File: config.mk
export PLATFORM = sky130hd
export DESIGN_NAME = dmem_boot_loader
export DESIGN_NICKNAME = d
export VERILOG_FILES = /design/src/rtl/dmem_boot_loader.sv
export SDC_FILE = /design/constraint.sdc
export NUM_CORES = 1
export LEC_CHECK = 0
export ABC_AREA = 1
export CELL_PAD_IN_SITES_DETAIL_PLACEMENT = 0
export CELL_PAD_IN_SITES_GLOBAL_PLACEMENT = 1
export CORE_ASPECT_RATIO = 0.8
export CORE_MARGIN = 2
export CORE_UTILIZATION = 39
export CTS_BUF_LIST = sky130_fd_sc_hd__clkbuf_8
export DETAILED_ROUTE_END_ITERATION = 16
export GPL_TIMING_DRIVEN = 0
export PLACE_DENSITY = 0.91
export SKIP_CTS_REPAIR_TIMING = 1
export SYNTH_ARGS = -nofsm -noshare
export SYNTH_HDL_FRONTEND = slang
export SYNTH_SLANG_ARGS = --single-unit
export TNS_END_PERCENT = 100
File: constraint.sdc
create_clock -name clk -period 5.9 [get_ports clk]
set_clock_uncertainty 0.2 [all_clocks]
set_input_delay 1.77 -clock clk [delete_from_list [all_inputs] [get_ports clk]]
set_output_delay 1.77 -clock clk [all_outputs]
set_load 0.01 [all_outputs]
File: src/rtl/dmem_boot_loader.sv
// Boot-time sequencer: holds the RV32I top in reset while streaming NUM_WORDS
// words into data memory through its external write port, then releases it.
module dmem_boot_loader #(
  parameter logic [31:0] BASE_ADDR     = 32'h0000_0000,
  parameter int unsigned NUM_WORDS     = 64,
  parameter int unsigned RELEASE_DELAY = 4
) (
  input  logic        clk,
  input  logic        reset,
  input  logic        start,
  input  logic        in_valid,
  input  logic [31:0] in_data,
  output logic        in_ready,
  output logic        cpu_reset,
  output logic        Ext_MemWrite,
  output logic [31:0] Ext_WriteData,
  output logic [31:0] Ext_DataAdr,
  output logic        busy,
  output logic        done,
  output logic [15:0] word_count
);

  localparam logic [1:0] ST_IDLE = 2'd0;
  localparam logic [1:0] ST_LOAD = 2'd1;
  localparam logic [1:0] ST_HOLD = 2'd2;
  localparam logic [1:0] ST_RUN  = 2'd3;

  localparam logic [15:0] LAST_IDX   = 16'(NUM_WORDS - 1);
  localparam logic [31:0] DELAY_INIT = 32'(RELEASE_DELAY);
  localparam logic [1:0]  START_DEST = (NUM_WORDS == 0) ? ST_HOLD : ST_LOAD;

  logic [1:0]  state_q, state_d;
  logic [15:0] word_count_q, word_count_d;
  logic [31:0] delay_q, delay_d;
  logic        cpu_reset_q, cpu_reset_d;
  logic        mem_write_q, mem_write_d;
  logic [31:0] write_data_q, write_data_d;
  logic [31:0] data_adr_q, data_adr_d;
  logic        accept;

  assign accept = in_valid && (state_q == ST_LOAD);

  always_comb begin
    state_d      = state_q;
    word_count_d = word_count_q;
    delay_d      = delay_q;
    mem_write_d  = 1'b0;
    write_data_d = write_data_q;
    data_adr_d   = data_adr_q;

    case (state_q)
      ST_IDLE, ST_RUN: begin
        if (start) begin
          state_d      = START_DEST;
          word_count_d = '0;
        end
      end
      ST_LOAD: begin
        if (accept) begin
          mem_write_d  = 1'b1;
          write_data_d = in_data;
          data_adr_d   = BASE_ADDR + {14'b0, word_count_q, 2'b00};
          if (word_count_q != '1) begin
            word_count_d = word_count_q + 16'd1;
          end
          if (word_count_q == LAST_IDX) begin
            state_d = ST_HOLD;
          end
        end
      end
      default: begin
        delay_d = delay_q - 32'd1;
        if (delay_q <= 32'd1) begin
          state_d = ST_RUN;
        end
      end
    endcase

    if (state_d == ST_HOLD && state_q != ST_HOLD) begin
      delay_d = DELAY_INIT;
    end

    // Registered from the next state so the CPU sees reset the cycle after a restart.
    cpu_reset_d = (state_d != ST_RUN);
  end

  always_ff @(posedge clk) begin
    if (reset) begin
      state_q      <= ST_IDLE;
      word_count_q <= '0;
      delay_q      <= '0;
      cpu_reset_q  <= 1'b1;
      mem_write_q  <= 1'b0;
      write_data_q <= '0;
      data_adr_q   <= BASE_ADDR;
    end else begin
      state_q      <= state_d;
      word_count_q <= word_count_d;
      delay_q      <= delay_d;
      cpu_reset_q  <= cpu_reset_d;
      mem_write_q  <= mem_write_d;
      write_data_q <= write_data_d;
      data_adr_q   <= data_adr_d;
    end
  end

  assign in_ready      = (state_q == ST_LOAD);
  assign busy          = (state_q == ST_LOAD) || (state_q == ST_HOLD);
  assign done          = (state_q == ST_RUN);
  assign cpu_reset     = cpu_reset_q;
  assign Ext_MemWrite  = mem_write_q;
  assign Ext_WriteData = write_data_q;
  assign Ext_DataAdr   = data_adr_q;
  assign word_count    = word_count_q;

endmodule

### Word-level counts from Yosys, hierarchy flattened

Index checks and enable logic that the tools add are counted.

* reduce and logical (&&, ||, !) cells: 11
* mux-type cells: 12
* order comparisons: 1
* bitwise logic cells: 1
* add/sub/neg operators: 2
* equal/unequal tests: 12

Operators by type and width (number)
* two-way mux 16 bit: 3
* less-or-equal comparator 32 x 1 -> 1 bit (second input constant): 1
* one-hot mux 16 bit (2 select lines): 1
* subtractor 32 x 1 -> 32 bit (second input constant): 1
* adder 16 x 1 -> 16 bit (second input constant): 1
* equality test 16 x 6 -> 1 bit (second input constant): 1
* != test 16 bit (second input constant): 1
* two-way mux 2 bit: 4
* equality test 2 bit (second input constant): 3
* two-way mux 3 bit: 2
* != test 2 x 1 -> 1 bit (second input constant): 3
* != test 2 bit (second input constant): 3
* OR reduction 2 bit: 3
* one-hot mux 2 bit (2 select lines): 1
* AND reduction 4 bit: 1
* OR reduction 3 bit: 1
* equality test 2 x 1 -> 1 bit (second input constant): 1
* logical AND 1 bit: 2
* logical NOT 2 bit: 1
* AND reduction 2 bit: 1
* nonzero test 2 bit: 1
* logical OR 1 bit: 1
* two-way mux 1 bit: 1
* NOT 1 bit: 1

* output and inout bits: 85
* word-level logic and storage cells: 47
* input port bits: 36
* bits in registers: 100

### Depth between registers and ports, before layout

* word-level depth: 7
* gate-level depth with buffers: 15
* depth with buffers taken out: 14

### Worst setup path after synthesis

No wires, ideal clock.

* path type: input port to flip-flop
* from: input port in_valid
* to: register delay_q[1]
* data required time: 5.581 ns
* path slack: 2.866 ns
* cell stages on the path: 12
* data arrival time: 2.715 ns
* path buffers: 1
* setup time: 0.119 ns
* path through: nand2_2 clkinv_2 nand2_1 nor2_1 nand2_1 nand2_1 nand2_2 nand2_2 nand2_2 o21ai_4 buf_6 nor2_2

* longest elaborated chain between the ends: 6

Ends and longest elaborated chain
* start, declared: line 11 `input logic in_valid,`
* logical AND 1 bit: line 41 `assign accept = in_valid && (state_q == ST_LOAD);`
* two-way mux 2 bit: line 59 `if (accept) begin`
* one-hot mux 2 bit (2 select lines): line 51 `case (state_q)`
* equality test 2 bit: line 79 `if (state_d == ST_HOLD && state_q != ST_HOLD) begin`
* logical AND 1 bit: line 79
* OR reduction 2 bit (no line)
* end signal, assigned: line 99 `delay_q <= delay_d;`
* end, declared: line 34 `logic [31:0] delay_q, delay_d;`

No other way between the ends.
A chain may end at the register's enable or synchronous reset.

### Worst setup path in the final report

* from: register state_q[0]
* to: output port busy

* longest elaborated chain between the ends: 2
* elaborated cells between the ends (all ways): 3
* those cells by class: eq/ne: 2; reduce/logical: 1

Ends and longest elaborated chain
* start, declared: line 32 `logic [1:0] state_q, state_d;`
* start signal, assigned: line 97 `state_q <= state_d;`
* equality test 2 x 1 -> 1 bit or equality test 2 bit (tied branches): line 108 `assign busy = (state_q == ST_LOAD) || (state_q == ST_HOLD);`
* logical OR 1 bit (*): line 108
* end, declared: line 18 `output logic busy,`

Every way passes the cells marked *; elsewhere a longest branch is shown, timed or not.

==> reports/results.ini <==
[layout]
drive_gt1_share_pct=9.714
nFillCells=1183
syn2layout_area_growth_pct=30.82
diodes=0
finalNetCount=841

[global_routing]
overflow=0
grt_pass1_vias=4159
grt_usage_pct=19.42
grt_first_pass_wirelength_mm=20.11
grt_max_degree=17
antenna_found_initial=0

[setup_path]
cp_top_family=buffers and inverters
startpoint=state_q[0]$_SDFF_PP0_
crit_path_max_fanout=5
slowest_delay_ps=550
regToRegEndpoint=delay_q[10]$_SDFFE_PP0P_
critPathSlowestCell=clkdlybuf4s50_1
rr_startpoint=state_q[1]$_SDFF_PP0_
crit_chain=inv_1 -> ha_1 -> inv_1 -> clkdlybuf4s50_1
critical_path_class=register to output port
reg2reg_setup_slack_ps=3510
path_depth=4
start_kind=register
cp-end-kind=output port
endpoint=busy
r2r_cells=15
crit_buf_inv=3
crit_arrival_ps=1870
crit_required_ps=3930
crit_top_cell=inv_1

[yosys]
yosysSeqAreaShare_pct=42.07
syn_inst=668
netlist-cell-type-count=33
yosysWarnings=0
avgSynthCellArea_um2=7.123
synth_area_mm2=0.004758
ys_ff_latch=100

[floorplanning]
num_rows=36
die_height_um=102.8
start_util_pct=39.57
die-area_mm2=0.01311
die_width_um=127.5
io_pins=121
core-area_mm2=0.01203

[timing]
period_needed_ps=3837
rsz0062_at_grt=false
slew_viol_final=0
tns_ps=0
worstMarginPinSlew_ps=747.3
finalCritPeriodShare_pct=65.04
hold_slack_ps=292.9
finalSetupViolCount=0
finalHoldViolCount=0
max_slew_margin_pct=49.95
fmax_ghz=0.2606

[drt]
drcViolationCount=0
wl_per_cell_um=12.95
drt_wl_total_mm=12.37
ant_nets=0
viasPerCell=4.689
drtIter0Drc=199
via_count=4478
dr.pass1.iters=5

[power]
leakage_nw=2.552
cellPowerDensity_mw_per_mm2=212.5
ir_worst_vdd_v=0.0001324

[clock_network]
clock_tree.buffer_depth=2
ctsHtreeMaxLevel=3
clk_pin_slew_ps=100
clk_latency_ps=370
cts_made_buffers=9
cts_sinks=100
clockRootBuffer=clkbuf_8
cts_tree=done

[flow_run]
drv_cap=0

[placement]
hpwl_mm=9.528
portBuffers=104
routabilityCongestion=0.9467

[worst_hold_path]
holdCritPathClass=register to register

[status]
status=complete, no violations

## stage by stage
| stage | area, um2 | setup WS [ps] | util (%) | total power [mW] | std cells |
|---|---|---|---|---|---|
| after floorplan | 4815 | 2866 | - | 0.8270 | 683 |
| after global placement | 6046 | 2103 | 50.27 | 0.9253 | 939 |
| after detailed placement | 6046 | 2078 | 50.27 | 0.9290 | 939 |
| after CTS | 6225 | 2049 | 51.76 | 1.335 | 955 |
| after global routing | 6225 | 1961 | 51.76 | 1.385 | 955 |
| final | 6225 | 2063 | 51.76 | 1.323 | 955 |
## kinds of logic after synthesis
logic type	count (synthesis)	share of synthesized area [%]
AO/OA/AOI/OAI	83	8.993
XOR/XNOR	29	5.338
adder cells (fa/ha/maj)	7	1.841
buffers and inverters	110	10.89
flip-flops	100	42.07
other	1	0.07881
AND/OR/NAND/NOR	338	30.79
## cells in the mapped netlist
cell type | count | area share [%]
nor2_1 | 162 | 13
dfxtp_1 | 100 | 42
nand2_1 | 92 | 7.3
inv_1 | 62 | 4.9
o21ai_0 | 56 | 5.9
nand3_1 | 29 | 3.1
xor2_1 | 27 | 5.0
a21oi_1 | 25 | 2.6
buf_4 | 19 | 3.0
nor2_2 | 17 | 2.2
clkbuf_1 | 16 | 1.3
nor3_1 | 16 | 1.7
ha_1 | 7 | 1.8
inv_2 | 6 | 0.47
nand2_2 | 6 | 0.79
nand4_1 | 6 | 0.79
buf_6 | 4 | 0.95
nor2_4 | 2 | 0.47
xnor2_1 | 2 | 0.37
a31oi_1 | 1 | 0.13
buf_2 | 1 | 0.11
clkbuf_2 | 1 | 0.11
clkinv_2 | 1 | 0.11
conb_1 | 1 | 0.079
nand3_2 | 1 | 0.21
nand3_4 | 1 | 0.37
nand3b_1 | 1 | 0.16
nand3b_2 | 1 | 0.24
nor3_2 | 1 | 0.21
nor3b_1 | 1 | 0.16
nor3b_2 | 1 | 0.26
o21ai_4 | 1 | 0.34
or2_2 | 1 | 0.13
## worst min path at each step
stage / cells after the start / to / slack (ps) / from
2_1_floorplan: 2 / delay_q[13]$_SDFFE_PP0P_ / 290 / delay_q[13]$_SDFFE_PP0P_
3_3_place_gp: 2 / Ext_WriteData[9]$_SDFFE_PP0P_ / 260 / Ext_WriteData[9]$_SDFFE_PP0P_
3_5_place_dp: 2 / Ext_WriteData[2]$_SDFFE_PP0P_ / 280 / Ext_WriteData[2]$_SDFFE_PP0P_
4_1_cts: 2 / Ext_WriteData[2]$_SDFFE_PP0P_ / 290 / Ext_WriteData[2]$_SDFFE_PP0P_
5_1_grt: 2 / Ext_DataAdr[11]$_SDFFE_PP0P_ / 310 / Ext_DataAdr[11]$_SDFFE_PP0P_
6_report: 2 / Ext_WriteData[2]$_SDFFE_PP0P_ / 290 / Ext_WriteData[2]$_SDFFE_PP0P_
## tightest hold or removal path, stage by stage, from the launching register on
cell and delay, ps:
dfxtp_1 320, nor2_1 90, nor2_1 50
## metal layers
metal / global-route usage [%] / wire [um] / vias up
li1: - / - / 2309
met1: 25.83 / 5937 / 2020
met2: 30.15 / 5290 / 136
met3: 6.124 / 962 / 13
met4: 6.509 / 177 / 0
met5: 0 / 0 / -
## cells in the final DEF (no fill, tap or decap), drive strengths merged, types with 7 or more instances in the layout
| cell type | netlist | routed |
|---|---|---|
| nor2 | 181 | 181 |
| clkdlybuf4s50 | 0 | 104 |
| dfxtp | 100 | 100 |
| nand2 | 98 | 98 |
| inv | 68 | 71 |
| o21ai | 57 | 57 |
| nand3 | 31 | 31 |
| xor2 | 27 | 27 |
| clkbuf | 17 | 27 |
| a21oi | 25 | 25 |
| buf | 24 | 24 |
| nor3 | 17 | 17 |
| conb | 1 | 16 |
| ha | 7 | 7 |
## power breakdown
group	internal [mW]	switching, mW	total, mW
combinational	0.0991	0.100	0.199
sequential	0.700	0.0144	0.714
clock	0.165	0.244	0.409
## registers in the layout, summed over array words and instances (netlist names)
signal and count:
Ext_WriteData 32, delay_q 32, Ext_DataAdr 16, word_count 16
state_q 2, Ext_MemWrite 1, cpu_reset 1
## final cells by class
type	instances	area, um2	share of cell area, %
clock buffers	10	137.6	2.211
multi-input cells	473	2295	36.86
inverters	69	260.3	4.181
plain buffers	41	257.7	4.141
clock inverters	6	41.29	0.6633
flip-flops and latches	100	2002	32.16
repair buffers	104	1041	16.72
well taps	152	190.2	3.055
Note: power is estimated with default switching activity, not from simulation.
